## src/rtl/dt1_pkg.sv

```systemverilog
// Shared definitions for the dt1 RV32I pipeline.
package dt1_pkg;

  localparam int unsigned XLEN = 32;

  typedef logic [XLEN-1:0] word_t;

  localparam word_t NOP_INSTR        = 32'h0000_0013;
  localparam word_t DEFAULT_RESET_PC = 32'h0000_0000;

  // Forces a fetch address onto a word boundary.
  function automatic word_t align_word(input word_t a);
    return a & ~word_t'(3);
  endfunction

endpackage

```

## src/rtl/dt1_fetch_if.sv

```systemverilog
// Instruction-memory request/grant/response channel used by dt1_fetch.
interface dt1_fetch_if;
  import dt1_pkg::*;

  logic  req;
  word_t addr;
  logic  gnt;
  logic  rvalid;
  word_t rdata;

  modport master (output req, addr, input gnt, rvalid, rdata);
  modport slave  (input req, addr, output gnt, rvalid, rdata);

endinterface

```

## src/rtl/dt1_fetch_queue.sv

```systemverilog
// In-order prefetch queue: entry storage, pointers, filled bits, occupancy and
// the response bypass onto the head.
module dt1_fetch_queue import dt1_pkg::*; #(
  parameter  int unsigned QDEPTH = 2,
  localparam int unsigned PW     = $clog2(QDEPTH),
  localparam int unsigned CW     = $clog2(QDEPTH) + 1
) (
  input  logic          clk,
  input  logic          reset,
  input  logic          flush,
  input  logic          alloc,
  input  word_t         alloc_pc,
  input  logic          fill,
  input  word_t         fill_data,
  input  logic          pop,
  output logic          head_ready,
  output word_t         head_pc,
  output word_t         head_instr,
  output logic [CW-1:0] count,
  output logic [CW-1:0] unfilled
);

  word_t             pc_mem    [QDEPTH];
  word_t             instr_mem [QDEPTH];
  logic [QDEPTH-1:0] valid;
  logic [QDEPTH-1:0] filled;
  logic [PW-1:0]     head;
  logic [PW-1:0]     tail;
  logic [PW-1:0]     fptr;
  logic              fill_ok;
  logic              fill_head;

  // fptr always names the oldest unfilled entry, or the tail when none exist.
  assign fill_ok    = fill && valid[fptr] && !filled[fptr];
  assign fill_head  = fill_ok && (fptr == head);
  assign head_ready = valid[head] && (filled[head] || fill_head);
  assign head_pc    = pc_mem[head];
  assign head_instr = filled[head] ? instr_mem[head] : fill_data;

  always_comb begin
    unfilled = '0;
    for (int unsigned i = 0; i < QDEPTH; i++) begin
      if (valid[i] && !filled[i]) unfilled = unfilled + CW'(1);
    end
  end

  always_ff @(posedge clk or posedge reset) begin
    if (reset) begin
      head   <= '0;
      tail   <= '0;
      fptr   <= '0;
      valid  <= '0;
      filled <= '0;
      count  <= '0;
    end else if (flush) begin
      head   <= '0;
      tail   <= '0;
      fptr   <= '0;
      valid  <= '0;
      filled <= '0;
      count  <= '0;
    end else begin
      count <= count + CW'(alloc) - CW'(pop);
      if (fill_ok) begin
        filled[fptr] <= 1'b1;
        fptr         <= fptr + 1'b1;
      end
      // A bypassed head is popped in the same cycle, so pop must override fill.
      if (pop) begin
        valid[head]  <= 1'b0;
        filled[head] <= 1'b0;
        head         <= head + 1'b1;
      end
      if (alloc) begin
        valid[tail]  <= 1'b1;
        filled[tail] <= 1'b0;
        tail         <= tail + 1'b1;
      end
    end
  end

  always_ff @(posedge clk) begin
    if (alloc && !flush) pc_mem[tail]    <= alloc_pc;
    if (fill_ok && !flush) instr_mem[fptr] <= fill_data;
  end

endmodule

```

## src/rtl/dt1_fetch.sv

```systemverilog
// dt1 instruction-fetch stage: fetch PC, request issue, stale-response drop
// accounting and the decode register.
module dt1_fetch import dt1_pkg::*; #(
  parameter  word_t       RESET_PC = DEFAULT_RESET_PC,
  parameter  int unsigned QDEPTH   = 2,
  localparam int unsigned CW       = $clog2(QDEPTH) + 1,
  localparam int unsigned SW       = CW + 1
) (
  input  logic               clk,
  input  logic               reset,
  dt1_fetch_if.master        imem,
  input  logic               StallD,
  input  logic               PCSrcE,
  input  word_t              PCTargetE,
  output word_t              InstrD,
  output word_t              PCD,
  output word_t              PCPlus4D,
  output logic               ValidD
);

  word_t         pcf;
  logic [CW-1:0] drop;
  logic [CW-1:0] drop_next;
  logic [CW-1:0] count;
  logic [CW-1:0] unfilled;
  logic          head_ready;
  word_t         head_pc;
  word_t         head_instr;
  logic          alloc;
  logic          keep;
  logic          pop;

  // Responses still owed to flushed requests count against capacity.
  assign imem.req  = !reset && !PCSrcE && ((SW'(count) + SW'(drop)) < SW'(QDEPTH));
  assign imem.addr = pcf;

  assign alloc = imem.req && imem.gnt;
  assign keep  = imem.rvalid && (drop == '0);
  assign pop   = !PCSrcE && !StallD && head_ready;

  always_comb begin
    drop_next = drop;
    if (imem.rvalid && (drop != '0)) drop_next = drop - CW'(1);
    if (PCSrcE) drop_next = drop_next + unfilled - CW'(keep);
  end

  dt1_fetch_queue #(.QDEPTH(QDEPTH)) u_queue (
    .clk        (clk),
    .reset      (reset),
    .flush      (PCSrcE),
    .alloc      (alloc),
    .alloc_pc   (pcf),
    .fill       (keep),
    .fill_data  (imem.rdata),
    .pop        (pop),
    .head_ready (head_ready),
    .head_pc    (head_pc),
    .head_instr (head_instr),
    .count      (count),
    .unfilled   (unfilled)
  );

  always_ff @(posedge clk or posedge reset) begin
    if (reset) begin
      pcf      <= RESET_PC;
      drop     <= '0;
      InstrD   <= NOP_INSTR;
      PCD      <= '0;
      PCPlus4D <= '0;
      ValidD   <= 1'b0;
    end else begin
      drop <= drop_next;
      if (PCSrcE) begin
        pcf    <= align_word(PCTargetE);
        ValidD <= 1'b0;
      end else begin
        if (alloc) pcf <= pcf + word_t'(4);
        if (!StallD) begin
          if (head_ready) begin
            InstrD   <= head_instr;
            PCD      <= head_pc;
            PCPlus4D <= head_pc + word_t'(4);
            ValidD   <= 1'b1;
          end else begin
            ValidD   <= 1'b0;
          end
        end
      end
    end
  end

endmodule

```

## src/flat_wrapper.sv

```systemverilog
// flat-port wrapper written by rule: the top's interface ports become plain ports
module dt1_fetch_flat import dt1_pkg::*;
#(
  parameter  word_t       RESET_PC = DEFAULT_RESET_PC,
  parameter  int unsigned QDEPTH   = 2,
  localparam int unsigned CW       = $clog2(QDEPTH) + 1,
  localparam int unsigned SW       = CW + 1
)
  (clk, reset, StallD, PCSrcE, PCTargetE, InstrD, PCD, PCPlus4D, ValidD, imem_req, imem_addr, imem_gnt, imem_rvalid, imem_rdata);
  dt1_fetch_if imem_i ();
  input  logic clk;
  input  logic reset;
  input  logic StallD;
  input  logic PCSrcE;
  input  word_t PCTargetE;
  output word_t InstrD;
  output word_t PCD;
  output word_t PCPlus4D;
  output logic ValidD;
  output wire logic [$bits(imem_i.req)-1:0] imem_req;
  output wire logic [$bits(imem_i.addr)-1:0] imem_addr;
  input wire logic [$bits(imem_i.gnt)-1:0] imem_gnt;
  input wire logic [$bits(imem_i.rvalid)-1:0] imem_rvalid;
  input wire logic [$bits(imem_i.rdata)-1:0] imem_rdata;
  assign imem_req = imem_i.req;
  assign imem_addr = imem_i.addr;
  assign imem_i.gnt = imem_gnt;
  assign imem_i.rvalid = imem_rvalid;
  assign imem_i.rdata = imem_rdata;
  dt1_fetch #(.RESET_PC(RESET_PC), .QDEPTH(QDEPTH)) u_core (.clk(clk), .reset(reset), .imem(imem_i), .StallD(StallD), .PCSrcE(PCSrcE), .PCTargetE(PCTargetE), .InstrD(InstrD), .PCD(PCD), .PCPlus4D(PCPlus4D), .ValidD(ValidD));
endmodule
```

## config.mk

```make
export PLATFORM = sky130hd
export DESIGN_NAME = dt1_fetch_flat
export DESIGN_NICKNAME = d
export VERILOG_FILES = /design/src/rtl/dt1_pkg.sv /design/src/rtl/dt1_fetch_if.sv /design/src/rtl/dt1_fetch_queue.sv /design/src/rtl/dt1_fetch.sv /design/src/flat_wrapper.sv
export SDC_FILE = /design/constraint.sdc
export NUM_CORES = 1
export LEC_CHECK = 0
export ABC_AREA = 1
export BUFFER_PORTS_ARGS = -buffer_cell sky130_fd_sc_hd__buf_2
export CORE_MARGIN = 2
export CORE_UTILIZATION = 35
export CTS_BUF_LIST = sky130_fd_sc_hd__clkbuf_16
export CTS_CLUSTER_DIAMETER = 200
export DETAILED_ROUTE_END_ITERATION = 16
export GPL_ROUTABILITY_DRIVEN = 0
export PLACE_DENSITY = 0.51
export SLEW_MARGIN = 10
export SYNTH_ARGS = -nofsm -noshare
export SYNTH_HDL_FRONTEND = slang
export SYNTH_HIERARCHICAL = 1
export SYNTH_SLANG_ARGS = --single-unit
```

## constraint.sdc

```tcl
create_clock -name clk -period 4.3 [get_ports clk]
set_clock_uncertainty 0.1 [all_clocks]
set_input_delay 0.43 -clock clk [delete_from_list [all_inputs] [get_ports clk]]
set_output_delay 0.43 -clock clk [all_outputs]
set_load 0.05 [all_outputs]
```

* After elaboration in Yosys (flattened, before gate mapping) *
Memories as Yosys holds them, arrays and structs flattened. A register that Yosys moved wholly into a read port is not among the register bits.
Cells that the tools add are included.

cells by class
  add/subtract/negate cells = 12
  magnitude comparators = 7
  equality and inequality tests = 2
  muxes and demuxes = 44
  bitwise logic cells = 9
  reduce and logical (&&, ||, !) cells = 31

operator list
  operator                                                  count
  adder 32 x 3 -> 32 bit, second input constant             2
  2-to-1 mux 32 bit                                         2
  2-to-1 mux 2 bit                                          14
  2-to-1 mux 1 bit                                          25
  logical AND 1 bit                                         18
  nonzero test 2 bit                                        4
  AND 2 bit                                                 3
  logical NOT 1 bit                                         6
  < comparator 1 x 2 -> 1 bit, second input constant        3
  inverter 2 bit                                            2
  OR 2 bit                                                  2
  subtractor 2 x 1 -> 2 bit                                 2
  adder 1 bit, second input constant                        3
  adder 2 x 2 -> 3 bit                                      1
  demux 1 bit (select 1 bit)                                3
  greater-or-equal comparator 1 bit, second input constant  3
  < comparator 3 x 2 -> 1 bit, second input constant        1
  AND reduction 3 bit                                       1
  adder 2 x 1 -> 2 bit                                      1
  adder 2 x 1 -> 2 bit, second input constant               1
  adder 2 bit                                               1
  logical NOT 2 bit                                         1
  inequality test 2 x 1 -> 1 bit, second input constant     1
  inverter 1 bit                                            2
  other kinds (3)                                           3

word-level totals
  flip-flop bits (word level) = 108
  bits in writable memories = 128
  output and inout bits = 130
  word-level logic and storage cells = 118
  memories kept = 2

memory list
  name                      depth  bits a word  read ports  clocked after memory_dff  write ports  RTL line               text
  u_core.u_queue.instr_mem  2      32           1           1                         1            dt1_fetch_queue.sv:24  word_t instr_mem [QDEPTH];
  u_core.u_queue.pc_mem     2      32           1           0                         1            dt1_fetch_queue.sv:23  word_t pc_mem [QDEPTH];

* Logic depth before layout (Yosys ltp) *
Gate-level depths: netlist of the first run.

  word-level depth = 13
  depth in mapped cells = 16
  mapped depth without buffers = 15

* Cells and area by module *
The synthesis of the first run kept the hierarchy.

modules (own cells, without submodules)
  module           times used  cells each  area each (µm²)
  dt1_fetch        1           944         6,887.9
  dt1_fetch_queue  1           445         5,422.7

* Least setup slack after synthesis of the first run *
Ideal clock, no wire load.

  path type = input port to flip-flop
  from = input reset
  to = memory u_core/u_queue/pc_mem[0][0] (netlist name) (enable)
  arrival = 5,760 ps
  required time = 3,779 ps
  slack = -1,981 ps
  stages = 7
  path buffers = 1
  cells stage by stage = inv_1 -> nand4_4 -> inv_2 -> buf_4 -> inv_1 -> or2_2 -> nor2_1

on the way
  longest elaborated chain between the ends = 7

RTL lines
  item                                    RTL line               text
  start, declared                         flat_wrapper.sv:12     input logic reset;
  logical NOT 1 bit (no line)             n/a
  logical AND 1 bit (2 in a row)          dt1_fetch.sv:34        assign imem.req = !reset && !PCSrcE && ((SW'(count) + SW'(drop)) < SW'(QDEPTH));
  logical AND 1 bit                       dt1_fetch.sv:37        assign alloc = imem.req && imem.gnt;
  net u_core.alloc                        dt1_fetch.sv:29        logic alloc;
  logical AND 1 bit                       dt1_fetch_queue.sv:83  if (alloc && !flush) pc_mem[tail] <= alloc_pc;
  2-to-1 mux 1 bit                        dt1_fetch_queue.sv:83
  2-to-1 mux 1 bit (not written as such)  dt1_fetch_queue.sv:83
  end, declared                           dt1_fetch_queue.sv:23

The timed path passes the listed nets, and every way through them passes these cells.

* Final worst setup path of the first run *
  from = register u_core.drop[0]
  to = memory u_core/u_queue/pc_mem[0][0] (netlist name) (enable)

on the way
  longest elaborated chain between the ends = 7

RTL lines
  item                                    RTL line               text
  start, declared                         dt1_fetch.sv:22        logic [CW-1:0] drop;
  start signal, assigned                  dt1_fetch.sv:72        drop <= drop_next;
  adder 2 x 2 -> 3 bit                    dt1_fetch.sv:34
  < comparator 3 x 2 -> 1 bit             dt1_fetch.sv:34
  logical AND 1 bit                       dt1_fetch.sv:34
  logical AND 1 bit                       dt1_fetch.sv:37
  logical AND 1 bit                       dt1_fetch_queue.sv:83
  2-to-1 mux 1 bit                        dt1_fetch_queue.sv:83
  2-to-1 mux 1 bit (not written as such)  dt1_fetch_queue.sv:83

No other way between the ends.

==> out/results.ini, run 1 <==
[worst_setup_path]
required_ns=4.38
cp.arrival_ns=3.25
cp_slowest_cell=inv_2
cpMostUsedCell=inv_1
critical_path_buf_inv_count=5
slowest_delay_ns=0.44
end_kind=flip-flop
critPathTopFamily=buffers and inverters
start_kind=flip-flop
cp_max_fo=32
crit_chain=nand2_1, inv_1, fa_1, inv_1, nand4_4, inv_2, inv_1, or2_2, nor2_2, buf_4
crit_type=reg2reg

[timing]
rsz0062_at_grt=no
finalCritPeriodShare=0.736
worstMarginPinSlew_ns=0.881
finalSetupTns_ns=0
fin_ws_ns=1.14
slew_headroom=0.412
finalHoldViolations=0
period_minus_slack_ns=3.16
fin_hold_ws_ns=0.0423
fmax_mhz=316
setup_viol=0
slew_violations=0

[final_layout]
multi_input_area_um2=4370
register_area_um2=7250
n_antenna_cell=0
final_area_um2=15000
nets=1696
layout-drive-gt1-share=0.188
syn2layout_area_growth_pct=21.8
fillers=3452

[clock_network]
clock_path_buffers=3
clkSinkCount=264
clockRootBuffer=clkbuf_16
clk_latency_ns=0.55
htreeDepth=1
cts_tree=built
path_clk_slew_ns=0.06
cts-buffers-inserted=30

[global_route]
grt_max_degree=69
grt_usage=0.176
antenna_found_initial=0
grt_pass1_wl_um=50900
grt_remaining_overflow=0
grt_pass1_vias=9119

[worst_hold_path]
worstHoldPathType=in2reg

[synthesis]
synth_seq_area_share=0.589
syn-cell-area_um2=12300
ys_types=41
ys_warn_count=6
ys_top_cells_by_area=edfxtp_1 (31%), dfrtp_1 (27%), nand2_1 (18%), nor2_1 (3.4%), inv_1 (2.8%)
ys_seq_elements=264
synth_top_area_share=0.312
synth_largest_area_cell=edfxtp_1
syn_inst=1389
syn_area_per_cell_um2=8.86

[detailed_routing]
via_count=9671
dr.first_iter.drc_count=557
drt-total-wl_um=31900
drt_pass1_iterations=5
ant_nets=0
viasPerCell=4.61
wl_per_cell_um=15.2
drc=0

[pwr]
p_switching_mw=1.97
p_per_area_nw_per_um2=434
total_leakage_power_nw=7.17
clkPwrFrac=0.370
ir_worst_vdd_mv=0.294
p_sw_frac=0.304
power.share.combinational=0.169
p_seq_frac=0.461
internal_power_mw=4.53

[die]
pin_count=200
fp.dieH_um=192
coreArea_um2=34600
die_area_um2=36700
row_count=68
dieWidth_um=192
initial_core_util=0.356

[placement]
port_buffers=195
postPlaceCellArea_um2=13600
place_hpwl_um=21200
pre_cts_ws_ns=1.10

[run]
maxCapViolCount=0

[outcome]
status=completed

tightest hold or removal path, cell delays in order:
cell and delay (ns):
buf_2 0.07, nand2_1 0.06, o211ai_1 0.09
layer usage:
| metal | vias up | track usage | part of all wire |
|---|---|---|---|
| met1 | 4505 | 0.270 | 0.51 |
| met5 | - | 0 | 0 |
| met3 | 29 | 0.0222 | 0.044 |
| met2 | 217 | 0.265 | 0.43 |
| met4 | 0 | 0.0391 | 0.014 |
| li1 | 4920 | - | - |
cell usage after synthesis (all sizes together):
cell type  count
o22ai          2
nor2         136
inv           97
dfstp          3
conb           1
o21bai         5
fa             1
o22a           1
o21ai         37
dfrtp        133
ha             7
nand3         69
clkbuf        11
xnor2          7
nand2        620
a211oi         1
nand4         12
o31ai          1
o21a           1
nor3           8
xor2           9
and2           1
a31oi         34
buf           45
clkinv         1
a21oi         11
o211ai         4
edfxtp       128
or2            3
cell usage in the layout, fill, tap and decap left out, types with 5 or more instances in the layout:
master,instances
nand4_1,11
ha_1,7
nor2_4,12
xor2_1,9
inv_2,5
a31oi_1,34
inv_1,101
xnor2_1,7
conb_1,6
dfrtp_1,132
clkinv_1,6
nand3_1,68
nand2_2,12
a21oi_1,11
nor2_2,15
o21ai_0,33
o21bai_1,5
clkinv_2,6
clkbuf_16,31
nand2_1,605
dlygate4sd3_1,41
edfxtp_1,128
buf_2,195
nor3_1,5
nor2_1,109
buf_4,11
stage by stage:
step / util / cells / total power, mW
2_1_floorplan: - / 1394 / 3.81
3_3_place_gp: 0.394 / 2000 / 4.11
3_5_place_dp: 0.394 / 2000 / 4.13
4_1_cts: 0.433 / 2097 / 6.60
5_1_grt: 0.433 / 2097 / 6.81
6_report: 0.433 / 2097 / 6.50
power groups by stage:
stage / sequential, mW / clock [mW] / combinational (mW)
floorplan: 3.41 / 0 / 0.398
global placement: 3.04 / 0 / 1.07
detailed placement: 3.05 / 0 / 1.08
CTS: 3.00 / 2.49 / 1.11
global route: 3.02 / 2.59 / 1.21
finish: 2.99 / 2.40 / 1.10
cell families after synthesis:
logic type               count (synthesis)  share of synthesized area
XOR/XNOR                                16                     0.0114
adder cells (fa/ha/maj)                  8                    0.00874
AND/OR/NAND/NOR                        849                      0.286
AO/OA/AOI/OAI                           97                     0.0458
flip-flops                             264                      0.589
buffers and inverters                  154                     0.0587
other                                    1                   0.000305
registers in the layout, summed over array words and instances, names as in the netlist:
| signal | count |
|---|---|
| u_core/u_queue/instr_mem | 64 |
| u_core/u_queue/valid | 2 |
| u_core/u_queue/fptr | 1 |
| u_core/InstrD | 32 |
| u_core/u_queue/filled | 2 |
| u_core/u_queue/pc_mem | 64 |
| u_core/drop | 2 |
| u_core/u_queue/head | 1 |
| u_core/u_queue/tail | 1 |
| u_core/PCD | 32 |
| u_core/u_queue/count | 2 |
| u_core/PCPlus4D | 30 |
| u_core/imem.addr | 30 |
| u_core/ValidD | 1 |
path summary, 6_finish.rpt:
check	depth (start not counted)	slack [ns]	from	endpoint
worst max register to register	10	1.14	u_core/drop[0]	u_core/u_queue/pc_mem[0][0]
worst max-delay path	10	1.14	u_core/drop[0]	u_core/u_queue/pc_mem[0][0]
worst min register to register	2	0.36	u_core/InstrD[4]	u_core/InstrD[4]
min in group asynchronous	3	0.31	reset	u_core/InstrD[7]
max in group asynchronous	4	2.65	reset	u_core/PCD[11]
worst min-delay path	3	0.04	PCTargetE[5]	u_core/imem.addr[5]
layout make-up:
| class | count | share of cell area |
|---|---|---|
| well taps | 455 | 0.0380 |
| clock inverters | 25 | 0.0105 |
| multi-input cells | 976 | 0.292 |
| flip-flops and latches | 264 | 0.484 |
| clock buffers | 31 | 0.0517 |
| repair buffers | 248 | 0.0993 |
| inverters | 98 | 0.0250 |
what timing repair did:
action | in CTS | in global routing
gates resized for setup | 0 | 0
setup buffers | 0 | 0
hold endpoints to repair | 88 | 0
hold buffers | 41 | 0
Note: power is estimated with default switching activity, not from simulation.
==> inputs of run 2 (changes only) <==
- PLACE_DENSITY: 0.51 -> 0.53
- clock period: 4.3 -> 2.9 ns (I/O delays scaled with it)
==> out/results.ini, run 2 (synthesis gave the netlist of run 1 again) <==
[clock_network]
cts-buffers-inserted=29  ; -3.3%
clk_latency_ns=0.54  ; about the same
path_clk_slew_ns=0.06  ; about the same
clock_path_buffers=3  ; unchanged
postCtsSetupRepairBufs=0  ; unchanged
clkSinkCount=264  ; unchanged
cts_tree=built
htreeDepth=1  ; unchanged
clockRootBuffer=clkbuf_16

[final_layout]
final_cell_mix=nand2_1 (605), buf_2 (195), dfrtp_1 (132)
nets=1725  ; +1.7%
final_common_cell=nand2_1
layout-drive-gt1-share=0.192  ; +0.00416
register_area_um2=7250  ; unchanged
syn2layout_area_growth_pct=24.5
fin_util=0.442  ; +0.00954
multi_input_area_um2=4400  ; +0.60%
fillers=3380  ; -2.1%
final_area_um2=15300  ; +2.2%
top_regs=u_core/u_queue/instr_mem: 64 flops, u_core/u_queue/pc_mem: 64 flops
fin_cells=2124  ; +1.3%
n_antenna_cell=0  ; unchanged

[detailed_routing]
wl_per_cell_um=15.2  ; -0.25%
ant_nets=0  ; unchanged
dr_wl_met3_um=1600  ; +14%
viasPerCell=4.57  ; -0.83%
drc=0  ; unchanged
top_layer=met4
drt_pass1_iterations=5  ; unchanged
m1WireLength_um=16100  ; -1.4%
drt-total-wl_um=32300  ; +1.0%
dr.first_iter.drc_count=507  ; -9.0%
wl_met2_um=14100  ; +2.4%
via_count=9714  ; +0.44%

[die]
die_area_um2=36700  ; unchanged
fp.dieH_um=192  ; unchanged
dieWidth_um=192  ; unchanged
coreArea_um2=34600  ; unchanged
row_count=68  ; unchanged
pin_count=200  ; unchanged
initial_core_util=0.356  ; unchanged

[timing]
worstMarginPinSlew_ns=0.824  ; -0.0578 ns
period_minus_slack_ns=2.59  ; -0.568 ns
finalHoldViolations=0  ; unchanged
rsz0062_at_grt=no
fmax_mhz=385  ; +22%
finalCritPeriodShare=0.895  ; +0.159
slew_headroom=0.451  ; +0.0386
fin_hold_ws_ns=0.0594  ; +0.0171 ns
slew_violations=0  ; unchanged
setup_viol=0  ; unchanged

[worst_setup_path]
cp.arrival_ns=2.92  ; -0.33 ns
start_kind=flip-flop
end_kind=flip-flop
required_ns=3.23  ; -1.15 ns
crit_type=reg2reg
cp_max_fo=50  ; +56%

[pwr]
total_leakage_power_nw=7.29  ; +1.6%
p_per_area_nw_per_um2=625  ; +44%
ir_worst_vdd_mv=0.435  ; +48%

[global_route]
grt_remaining_overflow=0  ; unchanged
grt_pass1_wl_um=51100  ; +0.50%
grt_max_degree=129  ; +87%
grt_pass1_vias=9425  ; +3.4%
grt_usage=0.177  ; +0.000611
antenna_found_initial=0  ; unchanged

[worst_hold_path]
worstHoldPathType=in2reg

[placement]
place_inst=2007  ; +0.35%
place_hpwl_um=21400  ; +0.90%
postPlaceCellArea_um2=13800  ; +1.1%
port_buffers=195  ; unchanged

[outcome]
status=completed

[run]
maxCapViolCount=0  ; unchanged

## run 2: cell types whose count changed in the layout (fill, tap and decap cells not counted), moves of 5 or more
cell / change
dlygate4sd3_1: +23
buf_12: +5
o21ai_0: -8
inv_1: -5
o21ai_1: +8
## run 2: cell type report
cell class | instances | share of cell area
flip-flops and latches | 264 | 0.473
repair buffers | 278 | 0.120
inverters | 98 | 0.0246
well taps | 455 | 0.0372
multi-input cells | 976 | 0.287
clock buffers | 29 | 0.0474
clock inverters | 24 | 0.0107
## run 2: repair_timing
| action | in CTS | in global routing |
|---|---|---|
| endpoints found under the setup margin | 0 | 3 |
| gates resized for setup | 0 | 1 |
| endpoints found under the hold margin | 191 | 0 |
| hold buffers | 64 | 0 |
## run 2: power by group
part	leakage (nW)	internal (mW)	total, mW	switching, mW
Combinational	3.88	0.458	1.67	1.21
Sequential	2.94	4.19	4.44	0.251
Clock	0.461	1.98	3.47	1.48
## run 2: per-stage QoR
stage	setup WS, ns	TNS (ns)	power, mW
finish	0.305	0	9.58
global route	0.0266	0	10.1
CTS	0.186	0	9.72
detailed placement	0.215	0	6.13
global placement	0.267	0	6.11
floorplan	-0.807	-56.06	5.66
## run 2: worst paths after layout
check / endpoint / depth (start not counted) / slack (ns) / start
min: u_core/u_queue/filled[1] / 5 / 0.06 / imem_rvalid
min in group asynchronous: u_core/u_queue/fptr / 3 / 0.22 / reset
max reg2reg: u_core/PCPlus4D[17] / 14 / 0.31 / u_core/drop[0]
max in group asynchronous: u_core/InstrD[26] / 4 / 1.59 / reset
max: u_core/PCPlus4D[17] / 14 / 0.31 / u_core/drop[0]
min reg2reg: u_core/InstrD[1] / 2 / 0.37 / u_core/InstrD[1]
## run 2: critical path, cell delays in order (launching register included)
cell and delay, ns:
dfrtp_1 0.42, inv_1 0.09, ha_1 0.16, nand2_1 0.05, inv_1 0.08, nand2_1 0.07, nor2_1 0.19, nand3_1 0.10
a21oi_1 0.24, nand2_4 0.16, inv_2 0.12, buf_12 0.24, nand2_1 0.15, nor3_1 0.20, nor2_1 0.07
## run 2: layer usage
layer / vias to the layer above / global-route usage
met5: - / 0
met4: 0 / 0.0364
met3: 38 / 0.0264
met2: 213 / 0.272
met1: 4494 / 0.263
li1: 4969 / -
==> inputs of run 3 (changes only) <==
- ABC_AREA: 1 -> default
==> out/results.ini, run 3 <==
[timing]
slew_headroom=0.543  ; +0.0923
rsz0062_at_grt=no
finalCritPeriodShare=0.924  ; +0.0291
finalSetupTns_ns=0  ; unchanged
period_minus_slack_ns=2.68  ; +0.0845 ns
worstMarginPinSlew_ns=0.684  ; -0.139 ns
fmax_mhz=373  ; -3.2%
setup_viol=0  ; unchanged
finalHoldViolations=0  ; unchanged
slew_violations=0  ; unchanged

[synthesis]
synth_top_family_by_area=multiplexers
ys_seq_elements=264  ; unchanged
syn-cell-area_um2=11400  ; -7.0%
synth_compound_area_frac=0.0721  ; +0.0263
syn_area_per_cell_um2=13.2  ; +49%
synth_top_flop_cell=dfrtp_1
synth_edf_count=128  ; unchanged
ys_top_cells_by_count=dfrtp_1 (133), edfxtp_1 (128), mux2_2 (97), nand2_1 (79), o21ai_0 (52)
synthXorXnorAreaFrac=0.0283  ; +0.0169
ys_warn_count=6  ; unchanged
muxShareOfSynthArea=0.126  ; +0.126
synth_top_area_share=0.336  ; +0.0235
syn_inst=867  ; -38%
ys_types=53  ; +29%
synth_seq_area_share=0.633  ; +0.0443
ys_top_cells_by_area=edfxtp_1 (34%), dfrtp_1 (29%), mux2_2 (9.5%), mux2i_1 (2.9%), nand2_1 (2.6%)
synth-adder-area-share=0.00940  ; +0.000657
synth_largest_area_cell=edfxtp_1
post-synth-top-count-cell=dfrtp_1
synthSimpleGateAreaFrac=0.101  ; -0.185
async_flop_share=0.515  ; unchanged

[detailed_routing]
wl_per_cell_um=17.8  ; +17%
drc=0  ; unchanged
viasPerCell=4.86  ; +6.2%
drt_pass1_iterations=4  ; -1
drt-total-wl_um=28700  ; -11%
dr.first_iter.drc_count=417  ; -18%
via_count=7835  ; -19%
ant_nets=0  ; unchanged

[clock_network]
htreeDepth=1  ; unchanged
cts-buffers-inserted=30  ; +3.4%
path_clk_slew_ns=0.06  ; about the same
clkSinkCount=264  ; unchanged
clk_latency_ns=0.55  ; about the same
clock_path_buffers=3  ; unchanged
clockRootBuffer=clkbuf_16
cts_tree=built

[global_route]
grt_usage=0.166  ; -0.0105
grt_remaining_overflow=0  ; unchanged
grt_pass1_wl_um=44300  ; -13%
grt_pass1_vias=7631  ; -19%
grt_max_degree=65  ; -50%
antenna_found_initial=0  ; unchanged

[final_layout]
syn2layout_area_growth_pct=29.3
register_area_um2=7250  ; about the same
top_regs=u_core/u_queue/instr_mem: 64 flops, u_core/u_queue/pc_mem: 64 flops
fillers=3032  ; -10%
nets=1225  ; -29%
n_antenna_cell=0  ; unchanged
final_cell_mix=buf_2 (195), dfrtp_1 (132), edfxtp_1 (128)
final_area_um2=14800  ; -3.4%
final_common_cell=buf_2
layout-drive-gt1-share=0.336  ; +0.145
multi_input_area_um2=3930  ; -11%

[worst_setup_path]
crit_type=reg2reg
start_kind=flip-flop
cp_max_fo=3  ; -94%
end_kind=flip-flop
r2r_cells=12  ; -2
cp.arrival_ns=2.99  ; +0.07 ns
required_ns=3.21  ; -0.02 ns

[pwr]
total_leakage_power_nw=6.34  ; -13%
ir_worst_vdd_mv=0.495  ; +14%
p_per_area_nw_per_um2=811  ; +30%

[outcome]
status=completed

[placement]
port_buffers=195  ; unchanged
postPlaceCellArea_um2=13100  ; -5.0%
place_hpwl_um=19100  ; -11%

[die]
pin_count=200  ; unchanged
coreArea_um2=32400  ; -6.5%
row_count=66  ; -2.9%
dieWidth_um=185  ; -3.5%
fp.dieH_um=185  ; -3.5%
initial_core_util=0.354  ; -0.00180
die_area_um2=34200  ; -6.8%

[worst_hold_path]
worstHoldPathType=in2reg
holdPathStages=4  ; -1

[run]
maxCapViolCount=0  ; unchanged

run 3: changes by cell type after synthesis, moves of 15 or more:
cell     before  now
mux2i_1       0   33
o21ai_0      33   52
mux2_2        0   97
nand2_1     606   79
inv_1        91   18
a21oi_1      11   36
buf_2        24    6
a31oi_1      34    3
nand3_1      68   26
nor2_1      111   48
and3_1        0   15
run 3: cell type report:
class,count,area share
Sequential cell,264,0.490
Tap cell,442,0.0373
Timing Repair Buffer,286,0.129
Clock inverter,25,0.0203
Multi-Input combinational cell,546,0.265
Inverter,19,0.00532
Clock buffer,31,0.0524
run 3: metal layers:
layer | GRT usage | vias to the layer above | share of wire
met2 | 0.260 | 176 | 0.46
met3 | 0.0238 | 35 | 0.046
met5 | 0 | - | 0
li1 | - | 3756 | -
met1 | 0.243 | 3868 | 0.47
met4 | 0.0425 | 0 | 0.020
run 3: cells by family after synthesis:
logic type      Yosys count
flops                   264
simple gates            230
compound gates          134
mux                     131
buf+inv                  62
xor+xnor                 37
fa+ha+maj                 8
other cells               1
run 3: path summary, 6_finish.rpt:
kind | startpoint | to | slack [ns]
setup / recovery | u_core/drop[0] | u_core/u_queue/count[1] | 0.22
hold / removal | PCTargetE[21] | u_core/imem.addr[21] | 0.01
setup reg to reg | u_core/drop[0] | u_core/u_queue/count[1] | 0.22
hold reg to reg | u_core/InstrD[28] | u_core/InstrD[28] | 0.40
max in group asynchronous | reset | u_core/InstrD[1] | 1.67
min in group asynchronous | reset | u_core/u_queue/count[0] | 0.22
run 3: through the flow:
stage / hold WS, ns / power (mW) / util / setup slack (ns) / instances
after detailed placement: 0.253 / 8.00 / 0.405 / 0.0457 / 1494
after global placement: 0.240 / 7.96 / 0.405 / 0.111 / 1494
final: 0.0143 / 12.0 / 0.457 / 0.221 / 1613
after floorplan: 0.0179 / 7.15 / - / -0.845 / 872
after global routing: 0.0491 / 12.5 / 0.457 / 0.0815 / 1613
after CTS: 0.00205 / 12.2 / 0.457 / 0.0339 / 1613
run 3: repair_timing:
item	in CTS	in global routing
gates resized for setup	0	1
hold buffers	63	0
endpoints found under the hold margin	138	0
buffers inserted	0	0
endpoints found under the setup margin	0	15
run 3: worst max-delay path, cell delays in order (launching register included):
cell	delay [ns]
dfrtp_1	0.40
and2_1	0.16
fa_1	0.49
nor4_4	0.26
nand2_2	0.10
inv_2	0.09
clkinvlp_4	0.09
ha_1	0.27
inv_1	0.06
ha_1	0.16
xor2_1	0.18
xnor2_1	0.14
nor2_1	0.05
run 3: power breakdown:
part,switching [mW],internal (mW),leakage [nW]
Sequential,0.350,4.45,2.95
Combinational,2.33,0.831,2.86
Clock,1.56,2.49,0.529
